--- config.mk ---
export PLATFORM = sky130hd
export DESIGN_NAME = axis_header_inserter
export DESIGN_NICKNAME = d
export VERILOG_FILES = /design/src/rtl/axis_header_inserter.sv
export SDC_FILE = /design/constraint.sdc
export NUM_CORES = 1
export LEC_CHECK = 0
export CELL_PAD_IN_SITES_DETAIL_PLACEMENT = 0
export CELL_PAD_IN_SITES_GLOBAL_PLACEMENT = 1
export CORE_UTILIZATION = 36
export DETAILED_ROUTE_END_ITERATION = 8
export PLACE_DENSITY_LB_ADDON = 0.1
export SYNTH_ARGS = -nofsm -noshare
export SYNTH_HDL_FRONTEND = slang
export SYNTH_SLANG_ARGS = --single-unit
--- constraint.sdc ---
create_clock -name clk -period 1.7 [get_ports clk]
set_input_delay 0.34 -clock clk [delete_from_list [all_inputs] [get_ports clk]]
set_output_delay 0.34 -clock clk [all_outputs]
set_load 0.05 [all_outputs]
--- src/rtl/axis_header_inserter.sv ---
// Prepends a HEADER_LENGTH_BYTES header to each AXI-Stream packet and repacks the payload.
// Define AXIS_HEADER_INSERTER_TUSER_EN to forward tuser; otherwise axis_o_tuser is tied 0.
module axis_header_inserter #(
    parameter int unsigned AXIS_BYTES          = 1,
    parameter int unsigned AXIS_USER_BITS      = 1,
    parameter int unsigned HEADER_LENGTH_BYTES = 1
) (
    input  logic                             clk,
    input  logic                             areset,
    input  logic [HEADER_LENGTH_BYTES*8-1:0] header_i,
    input  logic                             header_i_tvalid,
    output logic                             header_i_tready,
    output logic                             axis_i_tready,
    input  logic                             axis_i_tvalid,
    input  logic                             axis_i_tlast,
    input  logic [AXIS_BYTES*8-1:0]          axis_i_tdata,
    input  logic [AXIS_BYTES-1:0]            axis_i_tkeep,
    input  logic [AXIS_USER_BITS-1:0]        axis_i_tuser,
    input  logic                             axis_o_tready,
    output logic                             axis_o_tvalid,
    output logic                             axis_o_tlast,
    output logic [AXIS_BYTES*8-1:0]          axis_o_tdata,
    output logic [AXIS_BYTES-1:0]            axis_o_tkeep,
    output logic [AXIS_USER_BITS-1:0]        axis_o_tuser
);

`ifdef AXIS_HEADER_INSERTER_TUSER_EN
    localparam bit UserEn = 1'b1;
`else
    localparam bit UserEn = 1'b0;
`endif

    localparam int B     = int'(AXIS_BYTES);
    localparam int H     = int'(HEADER_LENGTH_BYTES);
    localparam int DW    = B * 8;
    localparam int R     = H % B;
    localparam int F     = H / B;
    localparam int CW    = (R == 0) ? 1 : R;
    localparam int CNT_W = $clog2(F + 2);
    localparam int NW    = 2 ** CNT_W;
    localparam int HPW   = NW * DW;

    typedef enum logic [1:0] {StIdle, StHeader, StPayload, StFlush} state_e;

    state_e                    state_q, state_d;
    logic [H*8-1:0]            hdr_q, hdr_d;
    logic [CNT_W-1:0]          cnt_q, cnt_d;
    logic [CW*8-1:0]           carry_q, carry_d;
    logic [B-1:0]              flush_keep_q, flush_keep_d;
    logic [AXIS_USER_BITS-1:0] user_last_q, user_last_d;

    logic                      o_valid_q, o_last_q;
    logic [DW-1:0]             o_data_q;
    logic [B-1:0]              o_keep_q;
    logic [AXIS_USER_BITS-1:0] o_user_q;

    logic                      out_ready, load, w_last;
    logic [DW-1:0]             w_data, data_m, hdr_word, shifted;
    logic [B-1:0]              w_keep;
    logic [AXIS_USER_BITS-1:0] w_user;
    logic [HPW-1:0]            hdr_pad;
    int                        k, n;

    function automatic logic [AXIS_BYTES-1:0] keep_mask(input int cnt);
        logic [AXIS_BYTES-1:0] m;
        for (int i = 0; i < B; i++) m[i] = (i < cnt);
        return m;
    endfunction

    assign out_ready       = !o_valid_q || axis_o_tready;
    assign header_i_tready = (state_q == StIdle) && !areset;
    assign axis_i_tready   = (state_q == StPayload) && out_ready && !areset;

    // In IDLE the first header word comes straight from header_i so it loads on acceptance.
    always_comb begin
        hdr_pad  = HPW'((state_q == StIdle) ? header_i : hdr_q);
        hdr_word = '0;
        for (int i = 0; i < NW; i++) begin
            if (i == int'(cnt_q)) hdr_word = hdr_pad[i*DW +: DW];
        end
    end

    assign shifted = (axis_i_tdata << (R * 8)) | DW'(carry_q);

    always_comb begin
        state_d      = state_q;
        hdr_d        = hdr_q;
        cnt_d        = cnt_q;
        carry_d      = carry_q;
        flush_keep_d = flush_keep_q;
        user_last_d  = user_last_q;
        load         = 1'b0;
        w_data       = '0;
        w_keep       = '0;
        w_last       = 1'b0;
        w_user       = '0;
        k            = 0;
        for (int i = 0; i < B; i++) begin
            if (axis_i_tkeep[i]) k = k + 1;
        end
        n = R + k;

        unique case (state_q)
            StIdle: begin
                if (header_i_tvalid) begin
                    hdr_d       = header_i;
                    cnt_d       = '0;
                    user_last_d = '0;
                    if (R != 0) carry_d = header_i[H*8-1 -: CW*8];
                    if (F == 0) begin
                        state_d = StPayload;
                    end else if (out_ready) begin
                        load   = 1'b1;
                        w_data = hdr_word;
                        w_keep = '1;
                        if (F == 1) begin
                            state_d = StPayload;
                        end else begin
                            state_d = StHeader;
                            cnt_d   = CNT_W'(1);
                        end
                    end else begin
                        state_d = StHeader;
                    end
                end
            end
            StHeader: begin
                if (out_ready) begin
                    load   = 1'b1;
                    w_data = hdr_word;
                    w_keep = '1;
                    if (int'(cnt_q) + 1 == F) begin
                        state_d = StPayload;
                        cnt_d   = '0;
                    end else begin
                        cnt_d = cnt_q + CNT_W'(1);
                    end
                end
            end
            StPayload: begin
                if (axis_i_tvalid && out_ready) begin
                    load        = 1'b1;
                    user_last_d = axis_i_tuser;
                    w_user      = axis_i_tuser;
                    if (R == 0) begin
                        w_data = axis_i_tdata;
                        w_keep = axis_i_tkeep;
                        w_last = axis_i_tlast;
                        if (axis_i_tlast) state_d = StIdle;
                    end else begin
                        w_data  = shifted;
                        w_keep  = '1;
                        carry_d = axis_i_tdata[DW-1 -: CW*8];
                        if (axis_i_tlast) begin
                            if (n <= B) begin
                                w_keep  = keep_mask(n);
                                w_last  = 1'b1;
                                state_d = StIdle;
                                // An empty last beat contributes no byte, so its tuser does not apply.
                                if (k == 0) w_user = user_last_q;
                            end else begin
                                flush_keep_d = keep_mask(n - B);
                                state_d      = StFlush;
                            end
                        end
                    end
                end
            end
            StFlush: begin
                if (out_ready) begin
                    load    = 1'b1;
                    w_data  = DW'(carry_q);
                    w_keep  = flush_keep_q;
                    w_last  = 1'b1;
                    w_user  = user_last_q;
                    state_d = StIdle;
                end
            end
            default: state_d = StIdle;
        endcase

        if (!UserEn) begin
            w_user      = '0;
            user_last_d = '0;
        end
    end

    always_comb begin
        data_m = '0;
        for (int i = 0; i < B; i++) begin
            if (w_keep[i]) data_m[i*8 +: 8] = w_data[i*8 +: 8];
        end
    end

    always_ff @(posedge clk or posedge areset) begin
        if (areset) begin
            state_q      <= StIdle;
            hdr_q        <= '0;
            cnt_q        <= '0;
            carry_q      <= '0;
            flush_keep_q <= '0;
            user_last_q  <= '0;
            o_valid_q    <= 1'b0;
            o_last_q     <= 1'b0;
            o_data_q     <= '0;
            o_keep_q     <= '0;
            o_user_q     <= '0;
        end else begin
            state_q      <= state_d;
            hdr_q        <= hdr_d;
            cnt_q        <= cnt_d;
            carry_q      <= carry_d;
            flush_keep_q <= flush_keep_d;
            user_last_q  <= user_last_d;
            if (out_ready) begin
                o_valid_q <= load;
                if (load) begin
                    o_data_q <= data_m;
                    o_keep_q <= w_keep;
                    o_last_q <= w_last;
                    o_user_q <= w_user;
                end
            end
        end
    end

    assign axis_o_tvalid = o_valid_q;
    assign axis_o_tlast  = o_last_q;
    assign axis_o_tdata  = o_data_q;
    assign axis_o_tkeep  = o_keep_q;
    assign axis_o_tuser  = o_user_q;

endmodule
======== Yosys cells after proc, flatten, opt, wreduce, memory -nomap -nowiden ========
Cells that the tools add are included.
storage, ports and cells
  register bits after elaboration ......... 23
  bits in latches ......................... 0
  memory bits (writable) .................. 0
  bits in read-only memories .............. 0
  output and inout port bits .............. 14
  memories kept ........................... 0
cells by class
  add/sub/neg operators ................... 2
  multiply operators ...................... 0
  divide/modulo/power cells ............... 0
  $lt $le $gt $ge ......................... 0
  equality and inequality tests ........... 13
  shifts and indexed selects .............. 0
  mux-type cells .......................... 29
  bitwise gates (word level) .............. 0
  reduce and logical (&&, ||, !) cells .... 15
operators with widths
  cell                                            number
  two-way mux 8 bit                               8
  one-hot mux 8 bit (4 select lines)              1
  two-way mux 2 bit                               10
  != test 2 bit (second input constant)           5
  one-hot mux 2 bit (4 select lines)              1
  AND reduction 6 bit                             1
  two-way mux 1 bit                               5
  == test 2 bit (first input constant)            2
  == test 2 bit (second input constant)           2
  logical AND 1 bit                               4
  zero test 2 bit                                 2
  one-hot mux 1 bit (4 select lines)              1
  one-hot mux 2 bit (2 select lines)              1
  AND reduction 2 bit                             2
  adder 2 x 1 -> 3 bit (second input constant)    1
  == test 3 x 1 -> 1 bit (second input constant)  1
  one-hot mux 1 bit (3 select lines)              1
  AND reduction 3 bit                             1
  adder 2 x 1 -> 2 bit (second input constant)    1
  == test 1 x 2 -> 1 bit (first input constant)   1
  == test 2 x 1 -> 1 bit (second input constant)  1
  zero test 1 bit                                 2
  != test 2 x 1 -> 1 bit (second input constant)  1
  one-hot mux 1 bit (2 select lines)              1
  3 further kinds                                 3

======== Longest topological paths before layout ========
Gate-level depths: netlist of run 1.
  depth in word-level cells ............... 9
  mapped depth ............................ 6
  mapped depth without buffers ............ 5

======== Least setup slack after synthesis of run 1 ========
No wires, ideal clock.
  kind .................................... reg-to-output
  start point ............................. register o_valid_q (netlist: axis_o_tvalid)
  end point ............................... output port axis_i_tready
  arrival time ............................ 2442 ps
  slack ................................... -1082 ps
  stages on the path, launching flop included .. 3
  path through ............................ dfrtp_1 > nor2b_1 > nor4b_1
between the ends
  cells in the longest elaborated chain, start to end .. 4
ends and longest elaborated chain
  element                          RTL line  RTL
  start, declared                  52        logic o_valid_q, o_last_q;
  start signal, assigned           216       o_valid_q <= load;
  zero test 1 bit                  70        assign out_ready = !o_valid_q || axis_o_tready;
  logical OR 1 bit                 70
  logical AND 1 bit (2 in series)  72        assign axis_i_tready = (state_q == StPayload) && out_ready && !areset;
  end, declared                    13        output logic axis_i_tready,
Every way passes these cells.

======== Worst setup path in the final report of run 1 ========
  start point ............................. register state_q[0]
  end point ............................... output port axis_i_tready
between the ends
  cells in the longest elaborated chain, start to end .. 3
ends and longest elaborated chain
  element                          RTL line  RTL
  start, declared                  45        state_e state_q, state_d;
  start signal, assigned           197       state_q <= StIdle;
  start signal, assigned           209       state_q <= state_d;
  == test 2 bit                    --
  logical AND 1 bit (2 in series)  72
Every way passes these cells.

==> results.md, run 1 <==
| Item | Reported |
|---|---|
| Die Width | 60.9 um |
| Area enclosed by the die boundary | 3710 sq um |
| CTS buffer count | 3 |
| Outcome | finished, violations left |
| Clock sink total | 23 |
| Number of antenna repair diodes | 0 |
| Number of design-rule violations left by the first detailed-router iteration | 36 |
| Switching power of the nets | 1240 uW |
| Post-route clock period utilization | 1.00 |
| Sw frac | 0.428 |
| Worst setup slack for register-to-register paths | 0.11 ns |
| Avg Vias per Cell | 4.89 |
| Yosys top cell area share | 0.461 |
| Highest clock frequency the design can meet | 0.588 GHz |
| Routed WL per cell | 14.3 um |
| Later-pin clock latency in the skew report | 0.31 ns |
| Number of violations of the max-capacitance limit | 0 |
| Number of placement rows | 21 |
| Primary FF master, synth | sky130_fd_sc_hd__dfrtp_1 |
| Via count | 944 |
| Flip-flop and latch count after synthesis | 23 |
| Final ANT Viol Nets | 0 |
| Summed negative setup slack over all endpoints | -0.00119 ns |
| Gate power share | 0.596 |
| Internal power summed over all cells | 1650 uW |
| Clock tree from TritonCTS | yes |
| Wire length of the first global-routing pass | 4.13 mm |
| Fraction of the yosys area taken by sequential cells | 0.461 |
| Clk pin slew, worst setup/hold paths | 0.13 ns |
| Worst Path Class, Setup | register to primary output |
| GR Overflow Total | 0 |
| Sequential share of power | 0.317 |
| Min setup slack post-route | -0.00119 ns |
| Violations in the final reports | setup timing |
| Logic depth of the worst register-to-register path | 5 |
| Number of distinct library cells after synthesis | 31 |
| Data arrival, critical path | 1.36 ns |
| Hold-fix buffer count after cts | 0 |
| H-tree levels | 1 |
| Worst voltage drop across the vdd grid | 0.000732 V |
| Type of destination of the critical path | primary output |
| Share of synthesized flip-flops with an asynchronous set or reset | 1.00 |
| Net count after synthesis | 128 |
| Cells after Synth | 99 |
| Synth area leader | sky130_fd_sc_hd__dfrtp_1 |
| Synth area leaders | sky130_fd_sc_hd__dfrtp_1, sky130_fd_sc_hd__a22o_1, sky130_fd_sc_hd__mux2_2 |
| Post-route minimum period | 1.70 ns |
| Number of remaining DRC errors | 0 |
| Core area | 3340 sq um |
| Detailed Routing Iterations Pass 1 | 4 |
| Post-Route Skew | 0.0171 ns |
| Clock power share | 0.086 |
| Number of flops mapped to enable cells by yosys | 0 |
| Clock Tree Root | sky130_fd_sc_hd__clkbuf_4 |
| Post-synthesis instance area | 1250 sq um |
| Largest net degree at the start of global routing | 24 |
| RR Startpoint | state_q[1]$_DFFE_PP0P_ |
| YS warnings | 0 |
| Number of buffer cells added on primary ports | 35 |
| Number of antenna violations at the first check in global routing | 0 |
| Routed wire length | 2.75 mm |
| Final hold viol count | 0 |
| Total routing usage reported by global routing | 0.156 |
| Initial core utilization | 0.374 |
| Layout cells sized above 1 | 0.354 |
| Final weighted congestion in routability-driven placement | 0.720 |
| Top library cells by usage in the layout, fill and taps aside | sky130_fd_sc_hd__a22o_1, sky130_fd_sc_hd__buf_4, sky130_fd_sc_hd__clkdlybuf4s50_1 |
| Commonest non-fill, non-tap cell in the layout | sky130_fd_sc_hd__a22o_1 |
| Leak | 0.000800 uW |
| IO Count | 38 |
| Synth Area per Inst | 12.6 sq um |
| Buffer depth of the longest clock path | 2 |
| Worst slack at placement | -0.156 ns |
| Area Overhead vs Synth | 43.4% |
| Min-Delay Path Class | primary input to asynchronous set/reset pin |
| Final net count | 177 |
| DPL Wire Length | 2.07 mm |
| Biggest fanout along the worst timing path | 5 |
| Reg-to-reg endpoint | axis_o_tdata[4]$_DFFE_PP0P_ |
| Die boundary height | 60.9 um |
| Worst EP required | 1.36 ns |
| Power density over the cells | 1620 nW/um^2 |
| Startpoint types | register |
| Endpoints failing setup | 1 |
| Max-slew violations | 0 |
| Setup repair after global routing missed its margin | yes |
| Number of global-route vias before repair | 912 |
cells by family after synthesis:
family / synth area share
other: 0.00300
DFF: 0.461
muxes: 0.0802
and+or+nand+nor: 0.109
AOI/OAI and AO/OA: 0.244
buffers and inverters: 0.0521
adders and majority gates: 0.0501
sequential cells by signal (all words and copies together) (netlist names):
name,flops
axis_o_tdata,8
axis_o_tkeep,1
axis_o_tlast,1
axis_o_tvalid,1
cnt_q,2
hdr_q,8
state_q,2
synth_stat cells, types with 2 or more instances:
| cell type | n |
|---|---|
| sky130_fd_sc_hd__nand2_1 | 2 |
| sky130_fd_sc_hd__and2_1 | 2 |
| sky130_fd_sc_hd__mux2_2 | 8 |
| sky130_fd_sc_hd__a22o_1 | 27 |
| sky130_fd_sc_hd__inv_1 | 3 |
| sky130_fd_sc_hd__o21ai_0 | 2 |
| sky130_fd_sc_hd__ha_1 | 5 |
| sky130_fd_sc_hd__buf_6 | 3 |
| sky130_fd_sc_hd__nor2_1 | 2 |
| sky130_fd_sc_hd__dfrtp_1 | 23 |
| sky130_fd_sc_hd__buf_4 | 2 |
worst max-delay path by stage:
stage | startpoint | endpoint | slack [ns]
after floorplan | axis_o_tvalid$_DFFE_PP0N_ | axis_i_tready | 0.006
after global placement | header_i_tvalid | axis_o_tdata[7]$_DFFE_PP0P_ | -0.13
after detailed placement | header_i_tvalid | axis_o_tdata[4]$_DFFE_PP0P_ | -0.16
after CTS | state_q[0]$_DFFE_PP0P_ | axis_i_tready | -0.01
after global routing | state_q[0]$_DFFE_PP0P_ | axis_i_tready | -0.06
final | state_q[0]$_DFFE_PP0P_ | axis_i_tready | -0.001
routing by layer:
layer / vias to the layer above / share of wire / global-route usage
met5: - / 0 / 0
met4: 0 / 0.0036 / 0.0357
met3: 2 / 0.033 / 0.0448
met2: 20 / 0.47 / 0.242
met1: 448 / 0.49 / 0.215
li1: 474 / - / -
per-stage QoR:
stage                     area [sq um]  total power (uW)  hold slack (ns)   util  std cells
after floorplan                   1270              2040            0.342      -         99
after global placement            1730              2570            0.461  0.519        186
after detailed placement          1730              2610            0.469  0.519        186
after CTS                         1790              2920            0.484  0.537        193
after global routing              1790              3050            0.513  0.537        193
final                             1790              2890            0.488  0.537        193
timing repair:
item,CTS,global route
buffers inserted,3,0
endpoints found under the setup margin,2,1
resized for setup,4,0
pin swaps,1,0
critical path, cell delays in order (launching register included):
cell                      delay [ns]
sky130_fd_sc_hd__dfrtp_2        0.44
sky130_fd_sc_hd__buf_6          0.13
sky130_fd_sc_hd__nor4b_4        0.30
sky130_fd_sc_hd__buf_12         0.18
power groups by stage:
stage,clock network (uW),logic (uW),registers [uW]
floorplan,0,698,1340
global placement,0,1630,943
detailed placement,0,1650,964
CTS,262,1740,919
global route,278,1830,946
finish,250,1730,918
layout make-up:
cell class              instances  area (sq um)
clock buffers                   3          22.5
clock inverters                 1          5.00
fillers                       321          1550
inverters                       3          11.3
multi-input cells              67           631
flip-flops and latches         23           579
well taps                      46          57.6
repair buffers                 50           484
Note: power is estimated with default switching activity, not from simulation.
==> run 2, diff against run 1 <==
--- a/config.mk
+++ b/config.mk
@@ -7,6 +7,7 @@
 export LEC_CHECK = 0
 export CELL_PAD_IN_SITES_DETAIL_PLACEMENT = 0
 export CELL_PAD_IN_SITES_GLOBAL_PLACEMENT = 1
+export CORE_MARGIN = 2
 export CORE_UTILIZATION = 36
 export DETAILED_ROUTE_END_ITERATION = 8
 export PLACE_DENSITY_LB_ADDON = 0.1
==> results.md, run 2 (synthesis gave the netlist of run 1 again) <==
| Item | Reported | Change |
|---|---|---|
| Outcome | completed |  |
| CTS buffer count | 3 | unchanged |
| Clock Tree Root | sky130_fd_sc_hd__clkbuf_4 |  |
| Final net count | 177 | unchanged |
| Routed met2 length | 1.32 mm | +1.9% |
| Die boundary height | 62.9 um | +3.3% |
| Worst EP required | 1.36 ns | about the same |
| Worst voltage drop across the vdd grid | 0.000695 V | -5.1% |
| Leak | 0.000809 uW | +1.2% |
| Type of destination of the critical path | primary output |  |
| Buffer depth of the longest clock path | 2 | unchanged |
| Clk pin slew, worst setup/hold paths | 0.13 ns | about the same |
| Placed instance area | 1730 sq um | unchanged |
| Number of placement rows | 21 | unchanged |
| Worst Path Class, Setup | register to primary output |  |
| Summed negative setup slack over all endpoints | 0 ns | +0.00119 ns |
| Number of antenna violations at the first check in global routing | 0 | unchanged |
| Max-slew violations | 0 | unchanged |
| Total routing usage reported by global routing | 0.148 | -0.00723 |
| Highest clock frequency the design can meet | 0.597 GHz | +1.6% |
| Max Used Layer | met4 |  |
| Number of buffer cells added on primary ports | 35 | unchanged |
| Power density over the cells | 1600 nW/um^2 | -1.0% |
| Final Cell Area | 1790 sq um | about the same |
| Area enclosed by the die boundary | 3960 sq um | +6.7% |
| Final weighted congestion in routability-driven placement | 0.698 | -3.0% |
| Endpoints failing setup | 0 | -1 |
| DPL Wire Length | 2.11 mm | +2.0% |
| H-tree levels | 1 | unchanged |
| Top library cells by usage in the layout, fill and taps aside | sky130_fd_sc_hd__a22o_1, sky130_fd_sc_hd__buf_4, sky130_fd_sc_hd__dfrtp_1 |  |
| Avg Vias per Cell | 4.94 | +0.95% |
| Post-Route Skew | 0.0112 ns | -0.00590 ns |
| Cell family with the largest share of critical-path delay | flip-flops |  |
| Layout cells sized above 1 | 0.347 | -0.00680 |
| Commonest non-fill, non-tap cell in the layout | sky130_fd_sc_hd__a22o_1 |  |
| Setup repair after global routing missed its margin | yes |  |
| Data arrival, critical path | 1.33 ns | -0.03 ns |
| IO Count | 38 | unchanged |
| Cell type of the slowest stage on the worst timing path | sky130_fd_sc_hd__dfrtp_2 |  |
| Biggest fanout along the worst timing path | 3 | -2 |
| Number of global-route vias before repair | 993 | +8.9% |
| Later-pin clock latency in the skew report | 0.31 ns | about the same |
| Initial core utilization | 0.374 | unchanged |
| Detailed Routing Iterations Pass 1 | 4 | unchanged |
| Final hold viol count | 0 | unchanged |
| Core area | 3340 sq um | unchanged |
| Number of remaining DRC errors | 0 | unchanged |
| Startpoint types | register |  |
| Number of antenna repair diodes | 0 | unchanged |
| Number of violations of the max-capacitance limit | 0 | unchanged |
| Slowest Stage Delay on Critical Path | 0.43 ns | about the same |
| Count of buffering cells on the critical path with inverters included | 2 | unchanged |
| Post-route minimum period | 1.67 ns | -0.0267 ns |
| Routed length on met1 | 1.26 mm | -6.9% |
| Final ANT Viol Nets | 0 | unchanged |
| GR Overflow Total | 0 | unchanged |
| Area Overhead vs Synth | 43.5% | about the same |
| Cell Chain, Critical Path | buf_6 > nor4b_4 > buf_12 |  |
| Met3 Routed Length | 118 um | +30% |
| Post-route clock period utilization | 0.985 | -0.0157 |
| Clock sink total | 23 | unchanged |
| Largest net degree at the start of global routing | 24 | unchanged |
| Min-Delay Path Class | primary input to asynchronous set/reset pin |  |
| Via count | 953 | +0.95% |
| Clock tree from TritonCTS | yes |  |
| Routed wire length | 2.71 mm | -1.6% |
| Routed WL per cell | 14.0 um | -1.6% |
| Die Width | 62.9 um | +3.3% |
| Wire length of the first global-routing pass | 4.71 mm | +14% |
| Hold-fix buffer count after cts | 0 | unchanged |
| Number of design-rule violations left by the first detailed-router iteration | 66 | +83% |
[run 2: changes by cell type in the layout (fill, tap and decap cells not counted), sizes merged]
cell,change
clkdlybuf4s50,-2
dlygate4sd2,+2
[run 2: where the power goes]
group	switching, uW	leakage, uW	internal [uW]
registers	144	0.000288	783
clock network	156	0.0000177	87.8
logic	924	0.000504	772
[run 2: timing repair]
action / 4_1_cts / 5_1_grt
pin swaps: 1 / 0
cloned: 0 / 0
endpoints found under the hold margin: 0 / 0
setup buffers: 3 / 0
endpoints found under the setup margin: 2 / 1
resized for setup: 6 / 0
[run 2: final cells by class]
type / count / area [sq um]
Fill cell: 310 / 1550
Multi-Input combinational cell: 67 / 636
Sequential cell: 23 / 578
Timing Repair Buffer: 50 / 482
Tap cell: 46 / 57.6
Clock buffer: 3 / 22.5
Inverter: 3 / 11.3
Clock inverter: 1 / 5.00
[run 2: layer usage]
layer | track usage | vias to the layer above
li1 | - | 476
met1 | 0.203 | 453
met2 | 0.243 | 22
met3 | 0.0378 | 2
met4 | 0.0167 | 0
met5 | 0 | -
[run 2: path summary, 6_finish.rpt]
| kind | from | to | slack (ns) | cells after the start |
|---|---|---|---|---|
| min in group clk | axis_o_tkeep$_DFFE_PP0P_ | axis_o_tkeep$_DFFE_PP0P_ | 0.50 | 1 |
| setup reg to reg | state_q[0]$_DFFE_PP0P_ | hdr_q[7]$_DFFE_PP0P_ | 0.13 | 5 |
| hold reg to reg | axis_o_tkeep$_DFFE_PP0P_ | axis_o_tkeep$_DFFE_PP0P_ | 0.50 | 1 |
| max in group asynchronous | areset | state_q[0]$_DFFE_PP0P_ | 1.19 | 3 |
| hold / removal | areset | axis_o_tvalid$_DFFE_PP0N_ | 0.27 | 3 |
| setup / recovery | state_q[0]$_DFFE_PP0P_ | axis_i_tready | 0.03 | 3 |
[run 2: worst register-to-register path, cell delays in order, from the launching register on]
cell                      delay (ns)
sky130_fd_sc_hd__dfrtp_2        0.43
sky130_fd_sc_hd__buf_4          0.17
sky130_fd_sc_hd__nor3b_4        0.24
sky130_fd_sc_hd__buf_12         0.17
sky130_fd_sc_hd__buf_4          0.12
sky130_fd_sc_hd__mux2_2         0.32
[run 2: metrics by stage]
step | setup WS, ns | hold WS (ns) | util | std cells | total power, uW
final | 0.0255 | 0.269 | 0.537 | 193 | 2870
after global routing | -0.0522 | 0.287 | 0.537 | 193 | 3050
after CTS | 0.0116 | 0.267 | 0.537 | 193 | 2900
after detailed placement | -0.175 | 0.472 | 0.519 | 186 | 2610
after global placement | -0.129 | 0.460 | 0.519 | 186 | 2570
after floorplan | 0.00619 | 0.342 | - | 99 | 2040
==> run 3, diff against run 2 <==
--- a/config.mk
+++ b/config.mk
@@ -8,8 +8,9 @@
 export CELL_PAD_IN_SITES_DETAIL_PLACEMENT = 0
 export CELL_PAD_IN_SITES_GLOBAL_PLACEMENT = 1
 export CORE_MARGIN = 2
-export CORE_UTILIZATION = 36
+export CORE_UTILIZATION = 48
 export DETAILED_ROUTE_END_ITERATION = 8
+export DONT_BUFFER_PORTS = 1
 export PLACE_DENSITY_LB_ADDON = 0.1
 export SYNTH_ARGS = -nofsm -noshare
 export SYNTH_HDL_FRONTEND = slang
==> results.md, run 3 (synthesis gave the netlist of run 1 again) <==
| Item | Reported | Change |
|---|---|---|
| Finished Layout Cells | 142 | -26% |
| Initial core utilization | 0.504 | +0.130 |
| Min-Delay Path Class | primary input to register |  |
| Final net count | 142 | -20% |
| Destination of the worst hold path | hdr_q[6]$_DFFE_PP0P_ |  |
| Reg-to-reg endpoint | axis_o_tdata[3]$_DFFE_PP0P_ |  |
| Clk pin slew, worst setup/hold paths | 0.13 ns | about the same |
| Leak | 0.000642 uW | -21% |
| Die boundary height | 55.0 um | -13% |
| Data arrival, critical path | 1.30 ns | -0.03 ns |
| Worst setup slack for register-to-register paths | 0.10 ns | -0.03 ns |
| Largest net degree at the start of global routing | 24 | unchanged |
| Clock Tree Root | sky130_fd_sc_hd__clkbuf_4 |  |
| Number of antenna repair diodes | 0 | unchanged |
| Routed WL per cell | 16.5 um | +18% |
| Number of violations of the max-capacitance limit | 0 | unchanged |
| Wire length of the first global-routing pass | 3.68 mm | -22% |
| Later-pin clock latency in the skew report | 0.31 ns | about the same |
| Placed Cells incl. Taps | 133 | -28% |
| Post-Route Skew | 0.00996 ns | -0.00128 ns |
| Top library cells by usage in the layout, fill and taps aside | sky130_fd_sc_hd__a22o_1, sky130_fd_sc_hd__dfrtp_1, sky130_fd_sc_hd__buf_4 |  |
| Setup repair after global routing missed its margin | yes |  |
| Worst EP required | 1.36 ns | about the same |
| Clock tree from TritonCTS | yes |  |
| Worst hold margin | 0.178 ns | -0.0902 ns |
| Number of buffer cells added on primary ports | 0 | -100% |
| Type of destination of the critical path | primary output |  |
| Endpoints failing setup | 0 | unchanged |
| Detailed Routing Iterations Pass 1 | 4 | unchanged |
| Commonest non-fill, non-tap cell in the layout | sky130_fd_sc_hd__a22o_1 |  |
| Layout cells sized above 1 | 0.339 | -0.00765 |
| Number of remaining DRC errors | 0 | unchanged |
| Multi-input logic area | 636 sq um | unchanged |
| Area Overhead vs Synth | 14.6% |  |
| Number of placement rows | 18 | -14% |
| Area enclosed by the die boundary | 3030 sq um | -24% |
| Placed instance area | 1350 sq um | -22% |
| RR Startpoint | state_q[0]$_DFFE_PP0P_ |  |
| Die Width | 55.0 um | -13% |
| IO Count | 38 | unchanged |
| Number of antenna violations at the first check in global routing | 0 | unchanged |
| Worst slack at placement | 0.177 ns | +0.352 ns |
| CTS buffer count | 3 | unchanged |
| Biggest fanout along the worst timing path | 2 | -1 |
| Worst voltage drop across the vdd grid | 0.00116 V | +67% |
| Hold Startpoint | header_i[6] |  |
| Final Cell Area | 1430 sq um | -20% |
| Min setup slack post-route | 0.0611 ns | +0.0356 ns |
| Area of all sequential standard cells | 579 sq um | +0.22% |
| Via count | 818 | -14% |
| Core area | 2480 sq um | -26% |
| Number of design-rule violations left by the first detailed-router iteration | 9 | -86% |
| Avg Vias per Cell | 5.76 | +17% |
| Max-slew violations | 0 | unchanged |
| Post-route minimum period | 1.64 ns | -0.0356 ns |
| Worst Path Class, Setup | register to primary output |  |
| Number of global-route vias before repair | 842 | -15% |
| Highest clock frequency the design can meet | 0.610 GHz | +2.2% |
| Final ANT Viol Nets | 0 | unchanged |
| Number of filler instances in the final layout | 223 | -28% |
| Worst hold path depth | 1 |  |
| GR Overflow Total | 0 | unchanged |
| Logic depth of the worst register-to-register path | 6 | +1 |
| Post-route clock period utilization | 0.964 | -0.0210 |
| DPL Wire Length | 1.76 mm | -17% |
| Power density over the cells | 1780 nW/um^2 | +11% |
| Startpoint types | register |  |
| Summed negative setup slack over all endpoints | 0 ns | unchanged |
| Final weighted congestion in routability-driven placement | 0.773 | +11% |
| Routed wire length | 2.34 mm | -13% |
| H-tree levels | 1 | unchanged |
| Total routing usage reported by global routing | 0.174 | +0.0253 |
| Buffer depth of the longest clock path | 2 | unchanged |
| Clock sink total | 23 | unchanged |
| Final hold viol count | 0 | unchanged |
| Outcome | completed |  |
run 3: cell types whose count changed in the layout (fill, tap and decap cells not counted), sizes merged:
cell,delta
dlygate4sd2,-2
clkdlybuf4s50,-20
buf,-14
dlygate4sd3,+1
run 3: layout make-up:
class                      count  area share
tap                           30      0.0262
inverter                       3     0.00787
sequential                    23       0.405
multi-input combinational     67       0.444
clock inverter                 1     0.00350
timing repair buffer          15      0.0979
clock buffer                   3      0.0157
run 3: worst max path at each step:
stage | start | endpoint
3_3_place_gp | state_q[0]$_DFFE_PP0P_ | axis_i_tready
6_report | axis_o_tvalid$_DFFE_PP0N_ | axis_i_tready
5_1_grt | axis_o_tvalid$_DFFE_PP0N_ | axis_i_tready
2_1_floorplan | axis_o_tvalid$_DFFE_PP0N_ | axis_i_tready
3_5_place_dp | state_q[0]$_DFFE_PP0P_ | axis_o_tdata[3]$_DFFE_PP0P_
4_1_cts | axis_o_tvalid$_DFFE_PP0N_ | axis_i_tready
run 3: worst max-delay path, stage by stage (launching register included):
cell and delay (ns):
sky130_fd_sc_hd__dfrtp_2 0.42, sky130_fd_sc_hd__nor2b_4 0.13, sky130_fd_sc_hd__nor4b_4 0.26, sky130_fd_sc_hd__buf_12 0.18
run 3: stage by stage:
step,utilization,power (uW)
after CTS,0.572,2550
final,0.578,2550
after global routing,0.578,2720
after detailed placement,0.546,2260
after floorplan,-,2040
after global placement,0.546,2240
run 3: routing by layer:
layer | GRT usage | wire [um]
met5 | 0 | 0
met2 | 0.284 | 1090
met3 | 0.0887 | 235
met1 | 0.205 | 1010
met4 | 0.0366 | 10
run 3: power breakdown:
| group | switching, uW | leakage, uW | internal, uW | total (uW) |
|---|---|---|---|---|
| combinational | 462 | 0.000337 | 527 | 989 |
| clock | 158 | 0.0000177 | 87.9 | 246 |
| sequential | 537 | 0.000287 | 778 | 1320 |
| total | 1160 | 0.000642 | 1390 | 2550 |
run 3: repair_timing:
item                                    CTS  global route
endpoints found under the hold margin    23             0
pin swaps                                 1             1
endpoints found under the setup margin    2             2
resized for setup                         4             0
buffers inserted                          3             2
hold buffers                              1             0
